$ cat src/rtl/apb_pkg.sv
// Shared definitions for the APB memory slave.
//   apb_state_e : FSM state encoding (IDLE, ACCESS)
//   APB_OKAY / APB_ERROR : PSLVERR response values
//   idx_shift() : byte-address to word-index shift for a given data width
package apb_pkg;

  typedef enum logic {
    IDLE   = 1'b0,
    ACCESS = 1'b1
  } apb_state_e;

  localparam logic APB_OKAY  = 1'b0;
  localparam logic APB_ERROR = 1'b1;

  // Number of low PADDR bits that select a byte within one data word.
  function automatic int idx_shift(input int data_width);
    return $clog2(data_width / 8);
  endfunction

endpackage

$ cat src/rtl/apb_mem_slave_if.sv
// APB4 bus bundle between a master and the memory slave.
//   PSEL, PENABLE, PWRITE, PADDR, PWDATA, PSTRB : master -> slave
//   PRDATA, PREADY, PSLVERR                     : slave -> master
// Clock and reset are not part of the bundle; they stay plain ports.
interface apb_mem_slave_if #(
  parameter int ADDR_WIDTH = 16,
  parameter int DATA_WIDTH = 32
);
  logic                      PSEL;
  logic                      PENABLE;
  logic                      PWRITE;
  logic [ADDR_WIDTH-1:0]     PADDR;
  logic [DATA_WIDTH-1:0]     PWDATA;
  logic [DATA_WIDTH/8-1:0]   PSTRB;
  logic [DATA_WIDTH-1:0]     PRDATA;
  logic                      PREADY;
  logic                      PSLVERR;

  modport master (
    output PSEL, PENABLE, PWRITE, PADDR, PWDATA, PSTRB,
    input  PRDATA, PREADY, PSLVERR
  );

  modport slave (
    input  PSEL, PENABLE, PWRITE, PADDR, PWDATA, PSTRB,
    output PRDATA, PREADY, PSLVERR
  );
endinterface

$ cat src/rtl/apb_mem_array.sv
// DEPTH x DATA_WIDTH word storage with per-byte write enables.
//   clk_i    : write clock (rising edge)
//   rst_ni   : asynchronous active-low reset; clears storage when CLEAR_ON_RESET=1
//   we_i     : write enable
//   be_i     : byte enables for the write
//   waddr_i  : write word index
//   wdata_i  : write data
//   raddr_i  : read word index (combinational read)
//   rdata_o  : read data; zero for indices at or beyond DEPTH
// Kept separate from the bus FSM so the flop array can be swapped for an SRAM macro.
module apb_mem_array #(
  parameter int DEPTH          = 64,
  parameter int DATA_WIDTH     = 32,
  parameter bit CLEAR_ON_RESET = 1'b1,
  parameter int IDX_W          = 6
) (
  input  logic                    clk_i,
  input  logic                    rst_ni,
  input  logic                    we_i,
  input  logic [DATA_WIDTH/8-1:0] be_i,
  input  logic [IDX_W-1:0]        waddr_i,
  input  logic [DATA_WIDTH-1:0]   wdata_i,
  input  logic [IDX_W-1:0]        raddr_i,
  output logic [DATA_WIDTH-1:0]   rdata_o
);

  localparam int NBYTES = DATA_WIDTH / 8;

  logic [DATA_WIDTH-1:0] mem_q [DEPTH];

  // Index width may cover more than DEPTH words when DEPTH is not a power of two.
  assign rdata_o = ({1'b0, raddr_i} < (IDX_W+1)'(DEPTH)) ? mem_q[raddr_i] : '0;

  if (CLEAR_ON_RESET) begin : g_clr
    always_ff @(posedge clk_i or negedge rst_ni) begin
      if (!rst_ni) begin
        for (int i = 0; i < DEPTH; i++) begin
          mem_q[i] <= '0;
        end
      end else if (we_i) begin
        for (int b = 0; b < NBYTES; b++) begin
          if (be_i[b]) mem_q[waddr_i][b*8 +: 8] <= wdata_i[b*8 +: 8];
        end
      end
    end
  end else begin : g_keep
    always_ff @(posedge clk_i) begin
      if (we_i) begin
        for (int b = 0; b < NBYTES; b++) begin
          if (be_i[b]) mem_q[waddr_i][b*8 +: 8] <= wdata_i[b*8 +: 8];
        end
      end
    end
  end

endmodule

$ cat src/rtl/apb_mem_slave.sv
// Parametrised APB4 memory-mapped slave with byte strobes, programmable
// wait states and PSLVERR on out-of-range or misaligned addresses.
//   PCLK   : APB clock, all state updates on the rising edge
//   PRESET : asynchronous active-low reset
//   bus    : APB slave modport (PSEL/PENABLE/PWRITE/PADDR/PWDATA/PSTRB in,
//            PRDATA/PREADY/PSLVERR out)
module apb_mem_slave
  import apb_pkg::*;
#(
  parameter int ADDR_WIDTH     = 16,
  parameter int DATA_WIDTH     = 32,
  parameter int DEPTH          = 64,
  parameter int WAIT_STATES    = 0,
  parameter bit CLEAR_ON_RESET = 1'b1
) (
  input  logic          PCLK,
  input  logic          PRESET,
  apb_mem_slave_if.slave bus
);

  localparam int SHIFT  = idx_shift(DATA_WIDTH);
  localparam int IDX_W  = (DEPTH > 1) ? $clog2(DEPTH) : 1;
  localparam int NBYTES = DATA_WIDTH / 8;

  localparam logic [ADDR_WIDTH-1:0] ALIGN_MASK = ADDR_WIDTH'((1 << SHIFT) - 1);
  localparam logic [ADDR_WIDTH:0]   DEPTH_W    = (ADDR_WIDTH+1)'(DEPTH);

  apb_state_e            state_q, state_d;
  logic [3:0]            cnt_q, cnt_d;
  logic                  err_q, err_d;
  logic [DATA_WIDTH-1:0] prdata_q, prdata_d;
  logic [IDX_W-1:0]      idx_q, idx_d;

  logic [ADDR_WIDTH-1:0] full_idx;
  logic [IDX_W-1:0]      setup_idx;
  logic                  setup_err;
  logic                  mem_we;
  logic [DATA_WIDTH-1:0] mem_rdata;

  // Setup-phase address decode.
  assign full_idx  = bus.PADDR >> SHIFT;
  assign setup_idx = full_idx[IDX_W-1:0];
  assign setup_err = ({1'b0, full_idx} >= DEPTH_W) || ((bus.PADDR & ALIGN_MASK) != '0);

  apb_mem_array #(
    .DEPTH          (DEPTH),
    .DATA_WIDTH     (DATA_WIDTH),
    .CLEAR_ON_RESET (CLEAR_ON_RESET),
    .IDX_W          (IDX_W)
  ) u_mem (
    .clk_i   (PCLK),
    .rst_ni  (PRESET),
    .we_i    (mem_we),
    .be_i    (bus.PSTRB[NBYTES-1:0]),
    .waddr_i (idx_q),
    .wdata_i (bus.PWDATA),
    .raddr_i (setup_idx),
    .rdata_o (mem_rdata)
  );

  always_comb begin
    state_d  = state_q;
    cnt_d    = cnt_q;
    err_d    = err_q;
    prdata_d = prdata_q;
    idx_d    = idx_q;
    mem_we   = 1'b0;
    case (state_q)
      IDLE: begin
        // PSEL with PENABLE already high here is a protocol violation; ignore it.
        if (bus.PSEL && !bus.PENABLE) begin
          state_d  = ACCESS;
          cnt_d    = 4'(WAIT_STATES);
          err_d    = setup_err ? APB_ERROR : APB_OKAY;
          prdata_d = (!bus.PWRITE && !setup_err) ? mem_rdata : '0;
          idx_d    = setup_idx;
        end
      end
      ACCESS: begin
        if (bus.PSEL && bus.PENABLE) begin
          if (cnt_q != 4'd0) begin
            cnt_d = cnt_q - 4'd1;
          end else begin
            mem_we  = bus.PWRITE && (err_q == APB_OKAY);
            state_d = IDLE;
          end
        end else begin
          // Master abort: leave without writing, PRDATA untouched.
          state_d = IDLE;
        end
      end
      default: state_d = IDLE;
    endcase
  end

  always_ff @(posedge PCLK or negedge PRESET) begin
    if (!PRESET) begin
      state_q  <= IDLE;
      cnt_q    <= 4'd0;
      err_q    <= APB_OKAY;
      prdata_q <= '0;
    end else begin
      state_q  <= state_d;
      cnt_q    <= cnt_d;
      err_q    <= err_d;
      prdata_q <= prdata_d;
    end
  end

  // Word index is only consumed while err_q is clear, so it needs no reset.
  always_ff @(posedge PCLK) begin
    idx_q <= idx_d;
  end

  assign bus.PREADY  = (state_q == ACCESS) && (cnt_q == 4'd0);
  assign bus.PSLVERR = bus.PREADY && err_q;
  assign bus.PRDATA  = prdata_q;

endmodule
$ cat src/flat_wrapper.sv
// flat-port wrapper written by rule: the top's interface ports become plain ports
module apb_mem_slave_flat import apb_pkg::*;
#(
  parameter int ADDR_WIDTH     = 16,
  parameter int DATA_WIDTH     = 32,
  parameter int DEPTH          = 64,
  parameter int WAIT_STATES    = 0,
  parameter bit CLEAR_ON_RESET = 1'b1
)
  (PCLK, PRESET, bus_PSEL, bus_PENABLE, bus_PWRITE, bus_PADDR, bus_PWDATA, bus_PSTRB, bus_PRDATA, bus_PREADY, bus_PSLVERR);
  apb_mem_slave_if #(.ADDR_WIDTH(ADDR_WIDTH), .DATA_WIDTH(DATA_WIDTH)) bus_i ();
  input  logic PCLK;
  input  logic PRESET;
  input wire logic [$bits(bus_i.PSEL)-1:0] bus_PSEL;
  input wire logic [$bits(bus_i.PENABLE)-1:0] bus_PENABLE;
  input wire logic [$bits(bus_i.PWRITE)-1:0] bus_PWRITE;
  input wire logic [$bits(bus_i.PADDR)-1:0] bus_PADDR;
  input wire logic [$bits(bus_i.PWDATA)-1:0] bus_PWDATA;
  input wire logic [$bits(bus_i.PSTRB)-1:0] bus_PSTRB;
  output wire logic [$bits(bus_i.PRDATA)-1:0] bus_PRDATA;
  output wire logic [$bits(bus_i.PREADY)-1:0] bus_PREADY;
  output wire logic [$bits(bus_i.PSLVERR)-1:0] bus_PSLVERR;
  assign bus_i.PSEL = bus_PSEL;
  assign bus_i.PENABLE = bus_PENABLE;
  assign bus_i.PWRITE = bus_PWRITE;
  assign bus_i.PADDR = bus_PADDR;
  assign bus_i.PWDATA = bus_PWDATA;
  assign bus_i.PSTRB = bus_PSTRB;
  assign bus_PRDATA = bus_i.PRDATA;
  assign bus_PREADY = bus_i.PREADY;
  assign bus_PSLVERR = bus_i.PSLVERR;
  apb_mem_slave #(.ADDR_WIDTH(ADDR_WIDTH), .DATA_WIDTH(DATA_WIDTH), .DEPTH(DEPTH), .WAIT_STATES(WAIT_STATES), .CLEAR_ON_RESET(CLEAR_ON_RESET)) u_core (.PCLK(PCLK), .PRESET(PRESET), .bus(bus_i));
endmodule
$ cat config.mk
export PLATFORM = sky130hd
export DESIGN_NAME = apb_mem_slave_flat
export DESIGN_NICKNAME = d
export VERILOG_FILES = /design/src/rtl/apb_pkg.sv /design/src/rtl/apb_mem_slave_if.sv /design/src/rtl/apb_mem_array.sv /design/src/rtl/apb_mem_slave.sv /design/src/flat_wrapper.sv
export SDC_FILE = /design/constraint.sdc
export NUM_CORES = 2
export LEC_CHECK = 0
export CORE_ASPECT_RATIO = 1.75
export CORE_UTILIZATION = 50
export CTS_CLUSTER_DIAMETER = 60
export DETAILED_ROUTE_END_ITERATION = 12
export GPL_TIMING_DRIVEN = 1
export MAX_ROUTING_LAYER = met4
export PLACE_DENSITY_LB_ADDON = 0.2
export SKIP_LAST_GASP = 1
export SYNTH_ARGS = -nofsm -noshare
export SYNTH_HDL_FRONTEND = slang
export SYNTH_SLANG_ARGS = --single-unit
$ cat constraint.sdc
create_clock -name PCLK -period 3.2 [get_ports PCLK]
set_clock_uncertainty 0.15 [all_clocks]
set_input_delay 0.64 -clock PCLK [delete_from_list [all_inputs] [get_ports PCLK]]
set_output_delay 0.64 -clock PCLK [all_outputs]
set_load 0.05 [all_outputs]
### Word level (Yosys, flattened, before mapping)

Cells that the tools add are included.

* bits in registers: 2092
* input port bits: 57
* output and inout bits: 34
* word-level logic and storage cells: 132

* add/sub/neg operators: 1
* order comparisons: 4
* eq/ne operators: 3
* mux-type cells: 35
* bitwise logic cells: 4
* reduce and logical (&&, ||, !) cells: 16

Operators by type and width (number)
* $mux 2048: 7
* $bwmux 2048: 4
* $demux 32 s6: 4
* $bmux 32 s6: 1
* $mux 32: 4
* $mux 24: 1
* $mux 16: 1
* $reduce_bool 16->1: 1
* $ge 14x7->1 const B: 1
* $ge 7x7->1 const B: 2
* $not 6->7: 2
* $mux 4: 3
* $mux 8: 1
* $pmux 4 s2: 1
* $logic_and 1x1->1: 7
* $lt 7x1->1 const B: 1
* $mux 1: 7
* $logic_not 4->1: 1
* $ne 2x2->1 const B: 2
* $reduce_bool 4->1: 1
* $sub 4x1->4 const B: 1
* $logic_not 1->1: 3
* $reduce_and 3->1: 1
* $ne 2x1->1 const B: 1
* 4 further kinds: 5

### Logic depth before layout (Yosys ltp)

* depth after elaboration: 16
* mapped depth: 11
* gate-level depth less buffers: 8

### By module

Synthesis repeated with hierarchy kept, for this count alone.

* cells, all modules: 6107
* area, all modules: 95258.9 µm²

Modules (own cells, without submodules)
* apb_mem_array: instances 1, cells an instance 5914, area each 93168.1 µm², sequential area each 51249.2 µm²
* apb_mem_slave: instances 1, cells an instance 193, area each 2090.8 µm², sequential area each 1131.1 µm²

### Least setup slack after synthesis

Ideal clock, no wire load.

* path kind: input -> register
* start: input port bus_PADDR[3]
* end: register u_core.prdata_q[16], in the netlist u_core.bus.PRDATA[16]
* library setup time: 0.132 ns
* arrival: 2.498 ns
* data required time: 2.918 ns
* path slack: 0.421 ns
* stages on the path: 7
* buffers on the path: 3
* cells stage by stage: buf_6 > buf_4 > buf_1 > mux4_2 > mux4_2 > mux2i_1 > o21ai_1

* cells in the longest elaborated chain, start to end: 5
* elaborated cells on any way between the ends: 9
* classes of those cells: order compare: 1; mux: 4; bitwise: 1; reduce/logical: 3

RTL lines
* start: declaration: RTL line flat_wrapper.sv:17 `input wire logic [$bits(bus_i.PADDR)-1:0] bus_PADDR;`
* $not 6->7 (implied by the code) or $ge 14x7->1 (tied branches): RTL line apb_mem_array.sv:32, apb_mem_slave.sv:43
* $bmux 32 s6 or $logic_or 1x1->1 (tied branches): RTL line apb_mem_array.sv:32, apb_mem_slave.sv:43
* $mux 32 (implied by the code) or $logic_not 1->1 (tied branches): RTL line apb_mem_array.sv:32, apb_mem_slave.sv:75
* $mux 32 (implied by the code) or $logic_and 1x1->1 (tied branches): RTL line apb_mem_array.sv:32, apb_mem_slave.sv:75
* $mux 32 *: RTL line apb_mem_slave.sv:75 `prdata_d = (!bus.PWRITE && !setup_err) ? mem_rdata : '0;`
* end signal: assignment: RTL line apb_mem_slave.sv:106 `prdata_q <= prdata_d;`
* end: declaration: RTL line apb_mem_slave.sv:31 `logic [DATA_WIDTH-1:0] prdata_q, prdata_d;`

Mark *: on every way between the ends. The rest lies on a longest branch, timed or not. The select of a mux whose other input is x is not followed.
A chain may end at the register's enable or synchronous reset.

### Final worst setup path

* start: register u_core.state_q
* end: register u_core.prdata_q[26], in the netlist u_core.bus.PRDATA[26]

* cells in the longest elaborated chain, start to end: 2

RTL lines
* start: declaration: RTL line apb_mem_slave.sv:28 `apb_state_e state_q, state_d;`
* start signal: assignment: RTL line apb_mem_slave.sv:103 `state_q <= state_d;`
* $not 1->1 (no line)
* $reduce_and 2->1 (no line)

No other way between the ends.

==> out/qor.yml <==
path_clk_slew_ns: 0.07
met3_usage_pct: 3.46
cts_made_buffers: 198
ff2ff_path_depth: 6
top_usage_layer: "met2"
fillers: 14700
endpoint_kind: "flop"
internal_power_w: 0.0411
htree_levels: 4
via_count: 58000
synthArstFlopShare_pct: 99.7
max_freq_mhz: 311
core_um2: 190000
synthTopCellsByArea: "dfrtp_1 (54%), mux2_2 (24%), mux4_2 (11%)"
r2r_end: "u_core.bus.PRDATA[26]"
setup-tns-final_ns: -0.0308
critPathMaxStageDelay_ns: 0.86
path_buf_inv: 1
power_w: 0.0536
setup.worst_path.start_class: "flop"
die_x_um: 333
dp.cells: 8950
cts.path.max_buffers: 4
combPwrFrac_pct: 5.4
syn_area_um2: 95800
drive_above_1_share_pct: 56.2
yosysTopAreaCell: "dfrtp_1"
synth_top_area_share_pct: 54.5
p_per_area_nw_per_um2: 474
p_sw_w: 0.0125
fin_ws_ns: -0.0150
overflow: 0
min_period_ns: 3.22
place.gp.congestion: 0.921
critPathSlowestCell: "or3b_2"
final_cell_area_um2: 113000
switching_share_pct: 23.3
cp.depth: 6
rows: 212
min_period_over_period_pct: 100
layout_commonest_cell: "dfrtp_1"
tightest_slew_ns: 1.09
grt_pass1_wl_um: 431000
remaining_drc_errors: 0
synth_nets: 6168
placed_cell_area_um2: 106000
dp_slack_ns: -0.627
cts_tree: "yes"
min_path_type: "primary input to flop"
leakagePower_nw: 54.1
synth_ff_type: "dfrtp_1"
vias_per_cell: 6.22
io_pins: 91
antenna_found_initial: 11
routed_wl_um: 290000
grt_usage_pct: 31.3
crit_top_cell: "a211oi_1"
seq_power_share_pct: 49.5
nets: 6750
hold_viol_final: 0
setup.worst_path.start: "u_core.state_q"
port-buffer-count: 90
rsz0062_at_grt: "false"
start_util_pct: 50.3
max_slew_margin_pct: 26.9
most-common-layout-cells: "dfrtp_1 (2,086), mux2_2 (2,067), mux4_2 (477)"
final_cells: 9315
met1_usage_pct: 37.1
cts_sinks: 2092
crit_arrival_ns: 3.77
post_cts_buffers: 0
yosysWarnings: 0
outcome: "finished with violations"
path_cells: "or3b_2 > buf_4 > nand2_1 > nand4b_1 > a211oi_1 > a211oi_1"
regToRegSetupSlack_ns: -0.02
grt_pass1_vias: 62400
cp-endpoint: "u_core.bus.PRDATA[26]"
grt_max_degree: 117
yosysUniqueCellTypes: 57
syn_inst: 6110
die-area_um2: 193000
clk_latency_ns: 0.87
synth.ff_latch_count: 2092
cp.required_ns: 3.75
cp_max_fo: 15
setup_violations: 3
dieHeight_um: 581
syn_avg_cell_area_um2: 15.7
slew_viol_final: 0
drtAntennaViolNets: 0
pwr-share-clk_pct: 45.1
grtUsageMet2_pct: 52.4
ir_worst_vdd_uv: 375
drtPass1Iterations: 5
drt_iter0_drc: 4353
crit_family: "simple AND/OR/NAND/NOR gates"
dp_hpwl_um: 207000
yosysSeqAreaShare_pct: 54.7
synth_edf_count: 6
cts-root-buf: "clkbuf_16"
violations: "negative setup slack"
reg2reg_from: "u_core.state_q"
critPathKind: "flop to flop"
area_growth_pct: 18.0
wl_per_cell_um: 31.1
max_cap_viol_count: 0
## stage by stage
stage,utilization [%],hold slack (ns)
3_3_place_gp,55.9,0.331
6_report,59.4,0.0986
4_1_cts,59.4,0.0577
2_1_floorplan,-,0.194
3_5_place_dp,55.9,0.337
5_1_grt,59.4,0.0995
## worst register-to-register path: cells and delay by family, from the launching register on
family	cells	cell delay [ns]
DFF	1	0.46
and+or+nand+nor	3	1.23
buffers and inverters	1	0.37
AOI/OAI and AO/OA	2	0.88
## registers in the layout, indices dropped and copies added (netlist names)
signal / count
u_core.state_q: 1
u_core.err_q: 1
u_core.u_mem.mem_q: 2048
u_core.cnt_q: 4
u_core.idx_q: 6
u_core.bus.PRDATA: 32
## final cells by class
cell class | instances | area, µm² | area share [%]
clock buffers | 276 | 5660 | 5.00
multi-input cells | 3567 | 41300 | 36.6
flip-flops and latches | 2092 | 52400 | 46.3
inverters | 6 | 25.0 | 0.0221
well taps | 2461 | 3080 | 2.72
diodes | 11 | 27.5 | 0.0243
repair buffers | 827 | 9690 | 8.57
clock inverters | 75 | 883 | 0.781
## cell usage after synthesis (8+ instances only)
| cell | count |
|---|---|
| a211o_1 | 9 |
| a211oi_1 | 25 |
| a21oi_1 | 52 |
| a221oi_1 | 36 |
| a22oi_1 | 55 |
| a32o_1 | 9 |
| and2_1 | 11 |
| buf_1 | 41 |
| buf_2 | 94 |
| buf_4 | 62 |
| buf_6 | 11 |
| clkbuf_1 | 236 |
| dfrtp_1 | 2086 |
| mux2_2 | 2067 |
| mux2i_1 | 199 |
| mux4_2 | 477 |
| nand2_1 | 183 |
| nand3_1 | 31 |
| nand4_1 | 8 |
| nor2_1 | 51 |
| nor2_2 | 113 |
| nor2_4 | 80 |
| nor2b_1 | 15 |
| nor3b_1 | 8 |
| o21ai_0 | 17 |
| o221ai_1 | 16 |
| o22ai_1 | 21 |
## per-layer routing
metal | share of wire, % | wire (µm)
met5 | 0 | 0
met4 | 6.4 | 18600
met3 | 4.0 | 11500
met2 | 51 | 149000
met1 | 38 | 110000
## logic make-up (layout without fill, tap and decap cells)
logic type               Yosys count  count (layout)  share of synthesized area, %
flip-flops                      2092            2092                          54.7
buffers and inverters            451            1184                          2.24
AND/OR/NAND/NOR                  546             546                          3.39
adder cells (fa/ha/maj)            1               1                        0.0131
multiplexers                    2744            2744                          37.6
other                              0              11                             0
XOR/XNOR                           2               2                        0.0183
AO/OA/AOI/OAI                    274             274                          2.05
## how the worst min path moves through the flow
stage | startpoint | end | slack, ns | cells after the start
finish | bus_PWDATA[22] | u_core.u_mem.mem_q[822] | 0.1 | 2
global route | bus_PWDATA[22] | u_core.u_mem.mem_q[790] | 0.1 | 2
CTS | bus_PWDATA[22] | u_core.u_mem.mem_q[822] | 0.06 | 2
detailed placement | u_core.u_mem.mem_q[34] | u_core.u_mem.mem_q[34] | 0.34 | 1
global placement | u_core.u_mem.mem_q[51] | u_core.u_mem.mem_q[51] | 0.33 | 1
floorplan | PRESET | u_core.bus.PRDATA[0] | 0.19 | 0
## power groups by stage
| stage | Sequential, W | Combinational, W | Clock [W] |
|---|---|---|---|
| CTS | 0.0265 | 0.00293 | 0.0246 |
| global placement | 0.0270 | 0.00288 | 0 |
| global route | 0.0265 | 0.00308 | 0.0255 |
| detailed placement | 0.0270 | 0.00292 | 0 |
| finish | 0.0265 | 0.00290 | 0.0242 |
| floorplan | 0.0270 | 0.00120 | 0 |
## what timing repair did
action | 4_1_cts | 5_1_grt
hold buffers | 3 | 0
pin swaps | 0 | 0
hold endpoints to repair | 41 | 0
setup endpoints to repair | 5 | 1
gates resized for setup | 5 | 2
Note: power is estimated with default switching activity, not from simulation.
